[config.mk]
export PLATFORM = sky130hd
export DESIGN_NAME = pipe_stage_buf_flat
export DESIGN_NICKNAME = d
export VERILOG_FILES = /design/src/rtl/pipe_stage_buf_if.sv /design/src/rtl/pipe_stage_buf.sv /design/src/flat_wrapper.sv
export SDC_FILE = /design/constraint.sdc
export NUM_CORES = 1
export LEC_CHECK = 0
export ABC_CLOCK_PERIOD_IN_PS = 2300
export BUFFER_PORTS_ARGS = -buffer_cell sky130_fd_sc_hd__buf_2
export CAP_MARGIN = 15
export CORE_MARGIN = 5
export CORE_UTILIZATION = 38
export CTS_CLUSTER_SIZE = 20
export DETAILED_ROUTE_END_ITERATION = 12
export PLACE_DENSITY = 0.62
export SLEW_MARGIN = 20
export SYNTH_ARGS = -nofsm -noshare
export SYNTH_HDL_FRONTEND = slang
export SYNTH_SLANG_ARGS = --single-unit
[constraint.sdc]
create_clock -name cpu_clk -period 2.3 [get_ports cpu_clk]
set_clock_uncertainty 0.2 [all_clocks]
set_input_delay 0.46 -clock cpu_clk [delete_from_list [all_inputs] [get_ports cpu_clk]]
set_output_delay 0.46 -clock cpu_clk [all_outputs]
set_load 0.02 [all_outputs]
[src/rtl/pipe_stage_buf_if.sv]
// Valid/ready/data bundle used between pipeline stages.
//   master : drives valid and data, samples ready
//   slave  : samples valid and data, drives ready
// A beat transfers on a rising edge where valid and ready are both high.
interface pipe_stage_buf_if #(
  parameter int WIDTH = 64
);
  logic             valid;
  logic             ready;
  logic [WIDTH-1:0] data;

  modport master (
    output valid,
    output data,
    input  ready
  );

  modport slave (
    input  valid,
    input  data,
    output ready
  );
endinterface

[src/rtl/pipe_stage_buf.sv]
// Generic pipeline-stage register with a valid/ready handshake. It carries an
// opaque WIDTH-bit payload from one core stage to the next. Downstream
// back-pressure causes a stall, and flush squashes every beat the stage holds.
//
// Ports
//   cpu_clk    in   clock, rising edge
//   cpu_rst    in   synchronous active-high reset
//   flush      in   synchronous squash of all held beats
//   up         slave  modport : up.valid/up.data in, up.ready out
//   dn         master modport : dn.valid/dn.data out, dn.ready in
//   occupancy  out  number of held beats (0..2, or 0..1 when SKID=0)
//
// SKID=1 drives up.ready from state only, so ready never ripples through the
// stage. When downstream stalls, the second register (skid) absorbs the beat
// that was already in flight.
// SKID=0 uses a single register. Its up.ready depends combinationally on dn.ready.
//
// state | meaning
// ------+------------------------------------------------------------
// EMPTY | nothing held, dn.valid=0, dn.data=BUBBLE
// HALF  | one beat in main, presented downstream
// FULL  | main presented downstream, skid holds the next beat (SKID=1)
module pipe_stage_buf #(
  parameter int             WIDTH  = 64,
  parameter logic [WIDTH-1:0] BUBBLE = '0,
  parameter bit             SKID   = 1'b1
) (
  input  logic              cpu_clk,
  input  logic              cpu_rst,
  input  logic              flush,
  pipe_stage_buf_if.slave   up,
  pipe_stage_buf_if.master  dn,
  output logic [1:0]        occupancy
);

  typedef enum logic [1:0] {
    ST_EMPTY = 2'd0,
    ST_HALF  = 2'd1,
    ST_FULL  = 2'd2
  } state_t;

  state_t           state_q, state_d;
  logic [WIDTH-1:0] main_q, main_d;
  logic [WIDTH-1:0] skid_q, skid_d;
  logic [1:0]       occ_q;

  logic up_ready_int;
  logic dn_valid_int;
  logic accept;
  logic emit;

  function automatic logic [1:0] occ_of(input state_t s);
    case (s)
      ST_HALF: occ_of = 2'd1;
      ST_FULL: occ_of = 2'd2;
      default: occ_of = 2'd0;
    endcase
  endfunction

  assign dn_valid_int = (state_q != ST_EMPTY);

  // SKID=1: ready is decoded from the state register only.
  // SKID=0: the single register can take a beat whenever its content leaves.
  // In both cases ready is held low while reset is asserted, so no beat
  // can appear to be taken during reset.
  generate
    if (SKID) begin : g_ready_skid
      assign up_ready_int = !cpu_rst && (state_q != ST_FULL);
    end else begin : g_ready_flow
      assign up_ready_int = !cpu_rst && (dn.ready || !dn_valid_int);
    end
  endgenerate

  assign accept = up.valid && up_ready_int;
  assign emit   = dn_valid_int && dn.ready;

  always_comb begin
    state_d = state_q;
    main_d  = main_q;
    skid_d  = skid_q;

    case (state_q)
      ST_EMPTY: begin
        if (accept) begin
          state_d = ST_HALF;
          main_d  = up.data;
        end
      end

      ST_HALF: begin
        if (accept && emit) begin
          main_d = up.data;
        end else if (accept) begin
          // Acceptance without emission happens only with SKID=1, because
          // SKID=0 ready requires dn.ready while a beat is held.
          if (SKID) begin
            state_d = ST_FULL;
            skid_d  = up.data;
          end
        end else if (emit) begin
          state_d = ST_EMPTY;
          main_d  = BUBBLE;
        end
      end

      ST_FULL: begin
        if (emit) begin
          state_d = ST_HALF;
          main_d  = skid_q;
          skid_d  = BUBBLE;
        end
      end

      default: begin
        state_d = ST_EMPTY;
        main_d  = BUBBLE;
        skid_d  = BUBBLE;
      end
    endcase

    // A beat accepted in this cycle is dropped as well. A beat emitted in
    // this cycle has already been delivered, and the consumer squashes it.
    if (flush) begin
      state_d = ST_EMPTY;
      main_d  = BUBBLE;
      skid_d  = BUBBLE;
    end
  end

  always_ff @(posedge cpu_clk) begin
    if (cpu_rst) begin
      state_q <= ST_EMPTY;
      main_q  <= BUBBLE;
      skid_q  <= BUBBLE;
      occ_q   <= 2'd0;
    end else begin
      state_q <= state_d;
      main_q  <= main_d;
      skid_q  <= skid_d;
      occ_q   <= occ_of(state_d);
    end
  end

  assign up.ready  = up_ready_int;
  assign dn.valid  = dn_valid_int;
  // main_q already holds BUBBLE when the stage is empty. The gate below also
  // guarantees that dn.data shows the NOP encoding whenever dn.valid is low.
  assign dn.data   = dn_valid_int ? main_q : BUBBLE;
  assign occupancy = occ_q;

endmodule

[src/flat_wrapper.sv]
// flat-port wrapper written by rule: the top's interface ports become plain ports
module pipe_stage_buf_flat 
#(
  parameter int             WIDTH  = 64,
  parameter logic [WIDTH-1:0] BUBBLE = '0,
  parameter bit             SKID   = 1'b1
)
  (cpu_clk, cpu_rst, flush, occupancy, up_valid, up_data, up_ready, dn_valid, dn_data, dn_ready);
  pipe_stage_buf_if #(.WIDTH(WIDTH)) up_i ();
  pipe_stage_buf_if #(.WIDTH(WIDTH)) dn_i ();
  input  logic cpu_clk;
  input  logic cpu_rst;
  input  logic flush;
  output logic [1:0] occupancy;
  input wire logic [$bits(up_i.valid)-1:0] up_valid;
  input wire logic [$bits(up_i.data)-1:0] up_data;
  output wire logic [$bits(up_i.ready)-1:0] up_ready;
  output wire logic [$bits(dn_i.valid)-1:0] dn_valid;
  output wire logic [$bits(dn_i.data)-1:0] dn_data;
  input wire logic [$bits(dn_i.ready)-1:0] dn_ready;
  assign up_i.valid = up_valid;
  assign up_i.data = up_data;
  assign up_ready = up_i.ready;
  assign dn_valid = dn_i.valid;
  assign dn_data = dn_i.data;
  assign dn_i.ready = dn_ready;
  pipe_stage_buf #(.WIDTH(WIDTH), .BUBBLE(BUBBLE), .SKID(SKID)) u_core (.cpu_clk(cpu_clk), .cpu_rst(cpu_rst), .flush(flush), .up(up_i), .dn(dn_i), .occupancy(occupancy));
endmodule
* Word-level counts from Yosys, hierarchy flattened
Cells that the tools add are included.
Operators by class: equal/unequal tests 11, muxes and demuxes 17, bitwise gates (word level) 1, reductions and logical operators 10
Operators with widths (number):
- 64-bit 2-to-1 mux | 7
- 64-bit case mux with 3 select lines | 2
- 2-bit 2-to-1 mux | 6
- 4-bit AND reduction | 2
- 2-bit by 1-bit inequality test with 1-bit output (second input constant) | 3
- 2-bit case mux with 3 select lines | 1
- 2-bit by 1-bit equality test with 1-bit output (second input constant) | 2
- 2-bit equality test (second input constant) | 2
- 1-bit logical AND | 4
- 2-bit inequality test (second input constant) | 2
- 2-bit case mux with 2 select lines | 1
- 3-bit by 1-bit inequality test with 1-bit output (second input constant) | 1
- 3-bit inequality test (second input constant) | 1
- 2-bit zero test | 1
- 2-bit nonzero test | 1
- 2-bit OR reduction | 1
- 1-bit zero test | 1
- 1-bit NOT | 1
Word-level totals: register bits after elaboration 132, bits of input ports 69, output and inout port bits 68

* Depth between registers and ports, before layout
Gate-level depths: netlist (run 1).
depth after elaboration 9, gate-level depth with buffers 7, depth with buffers taken out 5

* Worst setup path after synthesis (run 1)
OpenSTA, ideal clock, no wires.
kind reg2out, start point register u_core.state_q[0], end point output port dn_data[10], arrival 1.246 ns, required time 1.640 ns, setup slack 0.394 ns, cell stages (with the launch flop) 7, path buffers 3, cells stage by stage dfxtp_1 -> buf_4 -> nor2_4 -> inv_2 -> clkbuf_1 -> clkbuf_1 -> and2_1
Between the ends: word-level cells in the longest chain between the ends 2
RTL lines:
- start: declaration | line pipe_stage_buf.sv:42 | state_t state_q, state_d;
- start signal: assignment | line pipe_stage_buf.sv:137 | state_q <= state_d;
- 2-bit nonzero test | line pipe_stage_buf.sv:60 | assign dn_valid_int = (state_q != ST_EMPTY);
- 64-bit 2-to-1 mux | line pipe_stage_buf.sv:148 | assign dn.data = dn_valid_int ? main_q : BUBBLE;
- end: declaration | line flat_wrapper.sv:19 | output wire logic [$bits(dn_i.data)-1:0] dn_data;
Every way passes these cells.

* Final worst setup path (run 1)
start point register u_core.state_q[1], end point output port dn_data[12]
Same word-level chain as after synthesis.

==> results of run 1 <==
-- flip-flops by register name, summed over array words and instances (netlist names) --
name,flops
u_core.main_q,64
u_core.state_q,2
u_core.occupancy,2
u_core.skid_q,64
-- power groups by stage --
stage                     Combinational (mW)  Sequential [mW]  Clock [mW]
after floorplan                        0.405             2.38           0
after detailed placement               0.607             2.39           0
after global placement                 0.604             2.39           0
final                                  0.607             2.34        2.55
after global routing                   0.673             2.34        2.73
after CTS                              0.613             2.34        2.62
-- repair_timing --
| item | 4_1_cts | 5_1_grt |
|---|---|---|
| setup endpoints to repair | 55 | 46 |
| buffers inserted | 0 | 3 |
| resized for setup | 6 | 3 |
| pin swaps | 0 | 1 |
-- synthesized netlist by cell type, types with 2 or more instances --
library cell  count  share of area, %
mux2i_1         128                19
buf_2            15               1.1
buf_4            14               1.5
dfxtp_1         132                38
nor3_1            2              0.15
a22oi_2           8               1.5
buf_1             2              0.11
nor2_1          129               7.1
a22oi_1          56               6.1
and2_1          128                12
nor2b_1           4              0.36
o2bb2ai_1        64               8.2
nor2_2            2              0.18
buf_6             7               1.1
clkbuf_1         32               1.7
-- cell families (layout without fill, tap and decap cells) --
logic type                count (synthesis)  count (layout)  synth area share (%)
and+or+nand+nor                         269             269                 19.96
AOI/OAI and AO/OA                       133             133                 16.59
DFF                                     132             132                 38.50
muxes                                   128             128                 18.67
buffers and inverters                    74             193                 5.924
xor gates and xnor gates                  2               2                0.3647
-- worst max-delay path by stage --
stage | start | to | slack, ns | cells past startpoint
6_report | u_core.state_q[1] | dn_data[12] | 0.08 | 5
5_1_grt | u_core.state_q[0] | up_ready | 0.005 | 4
4_1_cts | u_core.state_q[1] | up_ready | 0.002 | 4
3_5_place_dp | dn_ready | u_core.skid_q[5] | 0.18 | 6
3_3_place_gp | dn_ready | u_core.skid_q[52] | 0.19 | 6
2_1_floorplan | u_core.state_q[0] | dn_data[10] | 0.39 | 6
-- per-layer routing --
metal  track usage, %  up-vias
met3            5.126       22
met1            21.27     2579
met5                0        -
met4            5.596        4
met2            27.99      125
li1                 -     2791
-- metrics by stage --
step,std cells,cell area (um^2),hold WS [ns],utilization [%],power [mW]
floorplan,738,6864,0.2601,-,2.789
global placement,1054,7741,0.2733,43.24,2.994
detailed placement,1054,7741,0.2814,43.24,2.997
CTS,1083,8313,0.1429,46.44,5.574
global route,1086,8344,0.1665,46.61,5.743
finish,1086,8344,0.1602,46.61,5.503
-- cell type report --
| cell class | count | area [um^2] | area share (%) |
|---|---|---|---|
| clock buffer | 24 | 501.7 | 6.013 |
| clock inverter | 5 | 50.05 | 0.5998 |
| inverter | 2 | 12.51 | 0.1499 |
| multi-input combinational | 532 | 3849 | 46.12 |
| sequential | 132 | 2650 | 31.76 |
| tap | 229 | 286.5 | 3.434 |
| timing repair buffer | 162 | 994.7 | 11.92 |
==> impl_metrics.tcl, run 1 <==
set metrics [dict create \
    drive_gt1_share_pct 24.62 \
    swShare_pct 24.18 \
    die_y_um 144.4 \
    path_cells "nor2_4 -> inv_6 -> buf_12 -> and2_1 -> buf_2" \
    cts_made_buffers 17 \
    worstPathMaxFanout 33 \
    wl_met3_um 1048 \
    worst_pin_slew_ns 0.6607 \
    worstHoldPathType "primary input to flip-flop" \
    min_path_cells 2 \
    p_comb_share_pct 11.0 \
    met2_length_um 8312 \
    dr.max_layer_used "met5" \
    critical_path_class "flip-flop to output pin" \
    overflow 0 \
    min_from "dn_ready" \
    cts_sinks 132 \
    maxCapViolCount 0 \
    rrSetupSlack_ns 0.35 \
    postSynthCellCount 738 \
    place.port_buffers 136 \
    cp_top_family "buffers and inverters" \
    crit_required_ns 1.64 \
    cts_root_buf "clkbuf_16" \
    crit_slowest_cell "dfxtp_4" \
    ys_seq_area_share_pct 38.50 \
    critPathLaunchType "flip-flop" \
    leakage_nw 3.149 \
    cp_num_buf_inv 3 \
    reg2regPathDepth 6 \
    share_seq_of_total_power_pct 42.5 \
    r2r-start "u_core.state_q[1]" \
    rsz0062_at_grt "no" \
    p_int_mw 4.172 \
    setup_slack_ns 0.07718 \
    cts_tree "built" \
    hold_buffers 0 \
    num_antenna_cells 0 \
    post_drt_wl_per_cell_um 16.03 \
    wl_um 17410 \
    avgSynthCellArea_um2 9.301 \
    wl_met1_um 7792 \
    grt_pass1_vias 5411 \
    drc 0 \
    dr.first_iter.drc_count 351 \
    synth_ff_type "dfxtp_1" \
    hold_violations 0 \
    dp_slack_ns 0.1850 \
    hold_end "u_core.state_q[1]" \
    synthArstFlopShare_pct 0 \
    end_kind "output pin" \
    crit_arrival_ns 1.56 \
    final_cell_mix "136 x buf_2, 130 x dfxtp_1, 129 x nor2_1" \
    tns_ns 0 \
    r2r_end "u_core.main_q[28]" \
    switchingPower_mw 1.330 \
    slew_violations 0 \
    vias 5521 \
    grt_max_degree 51 \
    fmax_mhz 449.9 \
    start_util_pct 38.34 \
    cpPeakStageDelay_ns 0.37 \
    irDropWorstVdd_v 0.0005212 \
    relSlewSlack_pct 55.95 \
    synth_area_um2 6864 \
    layout_commonest_cell "buf_2" \
    powerDensity_nw_per_um2 659.5 \
    dr.pass1.iters 5 \
    path_clk_slew_ns 0.05 \
    nets 916 \
    via_per_inst 5.084 \
    antenna_found_initial 2 \
    htreeDepth 4 \
    ys_types 30 \
    die_x_um 144.4 \
    worstSkewPairLatency_ns 0.42 \
    ant_nets 0 \
    track_usage_pct 16.99 \
    gp_congestion 0.7263 \
    clock_power_share_pct 46.4 \
    synth_fp_nets 807 \
    yosys_warnings 0 \
    synth_edf_count 0 \
    num_rows 49 \
    setup_violations 0 \
    place.detailed.hpwl_um 11270 \
    fillers 1775 \
    fin_crit_sh_pct 96.64 \
    ios 137 \
    grt_pass1_wl_um 28060 \
    core_um2 17900 \
    syn_to_final_growth_pct 21.56 \
    fin_crit_ns 2.223 \
    die_area_um2 20850 \
    clockBufferDepth 2 \
    yosys_register_bits 132 \
    status "completed" \
]
(Power assumes the default switching activity.)
==> run 2: changes to the inputs <==
CORE_UTILIZATION = 55   (was 38)
PLACE_DENSITY = 0.83   (was 0.62)
==> run 2 against run 1 <==
  * Wire length grew 5.9%
  * Critical path depth is the same
  * Worst setup slack got worse by 0.014 ns
  * Sequential share of layout area fell by 0.15 points
  * Final cell count down 5.7%
  * Final area grew 0.46%
  * Largest power group unchanged
==> impl_metrics.tcl, run 2 (synthesis gave the netlist of run 1 again) <==
set metrics [dict create \
    status "completed" \
    r2r_end "u_core.main_q[25]" \
    grt_pass1_vias 5779 \
    p_int_mw 4.480 \
    worstPathMaxFanout 16 \
    swShare_pct 24.11 \
    reg.largest.list "u_core.main_q (64), u_core.skid_q (64)" \
    critPathLaunchType "flip-flop" \
    track_usage_pct 23.85 \
    crit_arrival_ns 1.58 \
    layout_commonest_cell "buf_2" \
    end_kind "output pin" \
    wl_um 18430 \
    clockBufferDepth 2 \
    clock_power_share_pct 49.4 \
    cts_root_buf "clkbuf_16" \
    multiInputGateArea_um2 3849 \
    ios 137 \
    postCtsSetupRepairBufs 0 \
    critical_path_class "flip-flop to output pin" \
    cts_made_buffers 17 \
    holdWs_ns 0.1743 \
    path_clk_slew_ns 0.06 \
    p_comb_share_pct 10.9 \
    hold_buffers 0 \
    irDropWorstVdd_v 0.0004955 \
    core_um2 12110 \
    min_from "dn_ready" \
    drive_gt1_share_pct 24.77 \
    grt_pass1_wl_um 28370 \
    post_drt_wl_per_cell_um 18.00 \
    cpPeakStageDelay_ns 0.38 \
    relSlewSlack_pct 56.89 \
    hold_violations 0 \
    worst_pin_slew_ns 0.6466 \
    setup_violations 0 \
    cts_sinks 132 \
    nets 912 \
    path_cells "nor2_4 -> inv_4 -> clkbuf_16 -> and2_1 -> buf_2" \
    reg2regPathDepth 6 \
    crit_slowest_cell "dfxtp_4" \
    slew_violations 0 \
    overflow 0 \
    rsz0062_at_grt "no" \
    place.port_buffers 136 \
    dpl_cell_area_um2 7660 \
    ant_nets 0 \
    crit_required_ns 1.64 \
    die_y_um 121.7 \
    fin_crit_sh_pct 97.25 \
    min_path_cells 2 \
    share_seq_of_total_power_pct 39.7 \
    final_cell_area_um2 8383 \
    final_cell_mix "136 x buf_2, 130 x dfxtp_1, 129 x nor2_1" \
    switchingPower_mw 1.423 \
    place.detailed.hpwl_um 11330 \
    maxCapViolCount 0 \
    htreeDepth 4 \
    num_rows 40 \
    worstHoldPathType "primary input to flip-flop" \
    grt_max_degree 66 \
    fmax_mhz 447.1 \
    rrSetupSlack_ns 0.30 \
    powerDensity_nw_per_um2 704.2 \
    num_antenna_cells 0 \
    antenna_found_initial 0 \
    start_util_pct 56.67 \
    die_area_um2 14810 \
    via_per_inst 5.802 \
    drc 0 \
    gp_congestion 0.8497 \
    regArea_um2 2650 \
    fin_crit_ns 2.237 \
    dr.pass1.iters 5 \
    leakage_nw 3.179 \
    vias 5941 \
    instances_no_fill 1024 \
    fillers 936 \
    syn_to_final_growth_pct 22.13 \
    cts_tree "built" \
    dr.first_iter.drc_count 502 \
    place_inst 989 \
    worstSkewPairLatency_ns 0.42 \
    hold_end "u_core.state_q[1]" \
    die_x_um 121.7 \
    tns_ns 0 \
    r2r-start "u_core.state_q[1]" \
]
==> run 2: cell count changes in the layout (fill, tap and decap cells not counted) <==
cell,delta
inv_4,+1
clkinv_4,+1
bufinv_16,+3
clkbuf_1,-2
buf_12,+2
clkbuf_8,-4
buf_4,-8
buf_6,+1
clkinvlp_4,+4
buf_8,-1
inv_6,-1
clkbuf_16,+3
==> run 2: cell type report <==
cell class                 count  share of cell area, %
clock buffer                  19                  5.537
inverter                       2                 0.1194
multi-input combinational    532                  45.91
timing repair buffer         158                  12.18
tap                          168                  2.507
sequential                   132                  31.61
clock inverter                13                  2.134
==> run 2: worst max path at each step <==
stage,from,endpoint
after detailed placement,up_valid,u_core.main_q[53]
after CTS,u_core.state_q[1],dn_data[63]
after global placement,up_valid,u_core.main_q[13]
after global routing,u_core.state_q[1],dn_data[60]
after floorplan,u_core.state_q[0],dn_data[10]
final,u_core.state_q[1],dn_data[49]
==> run 2: repair_timing <==
item                       in CTS  in global routing
gates resized for setup         4                  2
gates cloned                    0                  3
pin swaps                       0                  0
setup endpoints to repair       1                 49
==> run 2: power by group through the flow <==
| stage | Combinational [mW] | Sequential (mW) | Clock (mW) |
|---|---|---|---|
| floorplan | 0.405 | 2.38 | 0 |
| global placement | 0.587 | 2.39 | 0 |
| detailed placement | 0.610 | 2.39 | 0 |
| CTS | 0.619 | 2.34 | 2.95 |
| global route | 0.698 | 2.34 | 3.05 |
| finish | 0.644 | 2.34 | 2.92 |
==> run 2: routing by layer <==
metal,track usage (%),share of wire [%]
met1,29.38,41
met2,40.41,49
met3,5.850,7.4
met4,8.894,2.4
met5,0,0
==> run 2: stage by stage <==
stage	total power, mW	utilization, %	setup slack [ns]
3_5_place_dp	3.001	63.24	0.1813
2_1_floorplan	2.789	-	0.3942
3_3_place_gp	2.976	63.24	0.2641
4_1_cts	5.910	68.66	0.005910
6_report	5.903	69.21	0.06314
5_1_grt	6.093	69.21	0.008368
==> run 2: worst max-delay path: cells and delay by family, from the launching register on <==
kind          cells  cell delay (ns)
flops             1             0.38
buf+inv           3             0.44
simple gates      2             0.32
==> run 3: changes to the inputs <==
ABC_AREA = 0   (was not set)
HOLD_SLACK_MARGIN = 0.12   (was not set)
RECOVER_POWER = 25   (was not set)
==> run 3 against run 2 <==
  * Sequential share of layout area hardly changed
  * First-iteration DRC count is 9.8% lower
  * Worst setup slack hardly changed
  * Largest power group unchanged
==> impl_metrics.tcl, run 3 (synthesis gave the netlist of run 1 again) <==
set metrics [dict create \
    cts_made_buffers 17 \
    reg.largest.list "u_core.main_q (64), u_core.skid_q (64)" \
    ios 137 \
    drive_gt1_share_pct 24.42 \
    die_y_um 121.7 \
    rsz0062_at_grt "no" \
    worstPathMaxFanout 16 \
    track_usage_pct 23.85 \
    wl_um 18470 \
    grt_pass1_vias 5779 \
    slew_violations 0 \
    place.port_buffers 136 \
    critical_path_class "flip-flop to output pin" \
    crit_arrival_ns 1.58 \
    maxCapViolCount 0 \
    num_rows 40 \
    wl_met1_um 7745 \
    htreeDepth 4 \
    via_per_inst 5.782 \
    worstHoldPathType "primary input to flip-flop" \
    final_cell_area_um2 8372 \
    hold_violations 0 \
    hold_buffers 0 \
    overflow 0 \
    fin_crit_sh_pct 97.26 \
    num_antenna_cells 0 \
    clockBufferDepth 2 \
    wl_met3_um 1341 \
    instances_no_fill 1024 \
    gp_congestion 0.8497 \
    setup_violations 0 \
    critPathLaunchType "flip-flop" \
    nets 912 \
    dpl_cell_area_um2 7660 \
    dr.max_layer_used "met4" \
    powerDensity_nw_per_um2 705.4 \
    dr.pass1.iters 6 \
    core_um2 12110 \
    grt_max_degree 66 \
    cts_sinks 132 \
    syn_to_final_growth_pct 21.97 \
    leakage_nw 3.161 \
    fin_crit_ns 2.237 \
    cts_root_buf "clkbuf_16" \
    fmax_mhz 447.0 \
    worstSkewPairLatency_ns 0.42 \
    grt_pass1_wl_um 28370 \
    power.total_mw 5.906 \
    layout_commonest_cell "buf_2" \
    place_inst 989 \
    die_x_um 121.7 \
    relSlewSlack_pct 56.90 \
    place.detailed.hpwl_um 11330 \
    dr.first_iter.drc_count 453 \
    crit_required_ns 1.64 \
    start_util_pct 56.67 \
    final_cell_mix "134 x buf_2, 130 x dfxtp_1, 129 x nor2_1" \
    ant_nets 0 \
    vias 5921 \
    fillers 937 \
    end_kind "output pin" \
    postCtsSetupRepairBufs 0 \
    die_area_um2 14810 \
    post_drt_wl_per_cell_um 18.03 \
    drc 0 \
    irDropWorstVdd_v 0.0004971 \
    antenna_found_initial 0 \
    worst_pin_slew_ns 0.6465 \
    cts_tree "built" \
    path_clk_slew_ns 0.06 \
    met2_length_um 8941 \
    tns_ns 0 \
    status "completed" \
]
[run 3: changes by cell type in the layout (fill, tap and decap cells not counted)]
cell | before | now
and2_0 | 0 | 3
and2_1 | 128 | 125
clkbuf_1 | 0 | 3
buf_2 | 136 | 134
buf_4 | 7 | 5
clkbuf_4 | 0 | 1
nor2b_2 | 1 | 2
nor2b_4 | 1 | 0
[run 3: per-layer routing]
metal | GRT usage [%] | up-vias
li1 | - | 2787
met1 | 29.38 | 2826
met2 | 40.41 | 256
met3 | 5.850 | 52
met4 | 8.894 | 0
met5 | 0 | -
[run 3: area by class of cell]
class	instances	area (um^2)	share of cell area, %
clock buffers	19	464.2	5.545
clock inverters	13	178.9	2.137
inverters	2	10.01	0.1196
multi-input cells	532	3844	45.91
flip-flops and latches	132	2650	31.65
well taps	168	210.2	2.511
repair buffers	158	1015	12.12
[run 3: repair_timing]
action	CTS	global route
endpoints found under the setup margin	1	49
pin swaps	0	0
gates cloned	0	3
resized for setup	4	2
[run 3: final timing paths]
path,depth (start not counted),endpoint,slack [ns],startpoint
max reg2reg,6,u_core.skid_q[24],0.18,u_core.state_q[0]
min reg2reg,2,u_core.skid_q[12],0.30,u_core.skid_q[12]
max,5,dn_data[49],0.06,u_core.state_q[1]
min,2,u_core.state_q[1],0.17,dn_ready
[run 3: power by group]
part / total, mW / switching, mW / internal [mW]
sequential: 2.34 / 0.0211 / 2.32
clock: 2.92 / 1.02 / 1.90
combinational: 0.643 / 0.384 / 0.259
total: 5.91 / 1.43 / 4.48
[run 3: critical path: stages (launching register included)]
cell	delay, ns
dfxtp_4	0.38
nor2_4	0.15
inv_4	0.10
clkbuf_16	0.19
and2_1	0.17
buf_2	0.15
[run 3: per-stage QoR]
step | utilization [%] | setup WS, ns | hold WS (ns)
CTS | 68.66 | 0.005910 | 0.1511
finish | 69.12 | 0.06305 | 0.1698
floorplan | - | 0.3942 | 0.2601
detailed placement | 63.24 | 0.1813 | 0.2842
global placement | 63.24 | 0.2641 | 0.2709
global route | 69.12 | 0.008864 | 0.1718
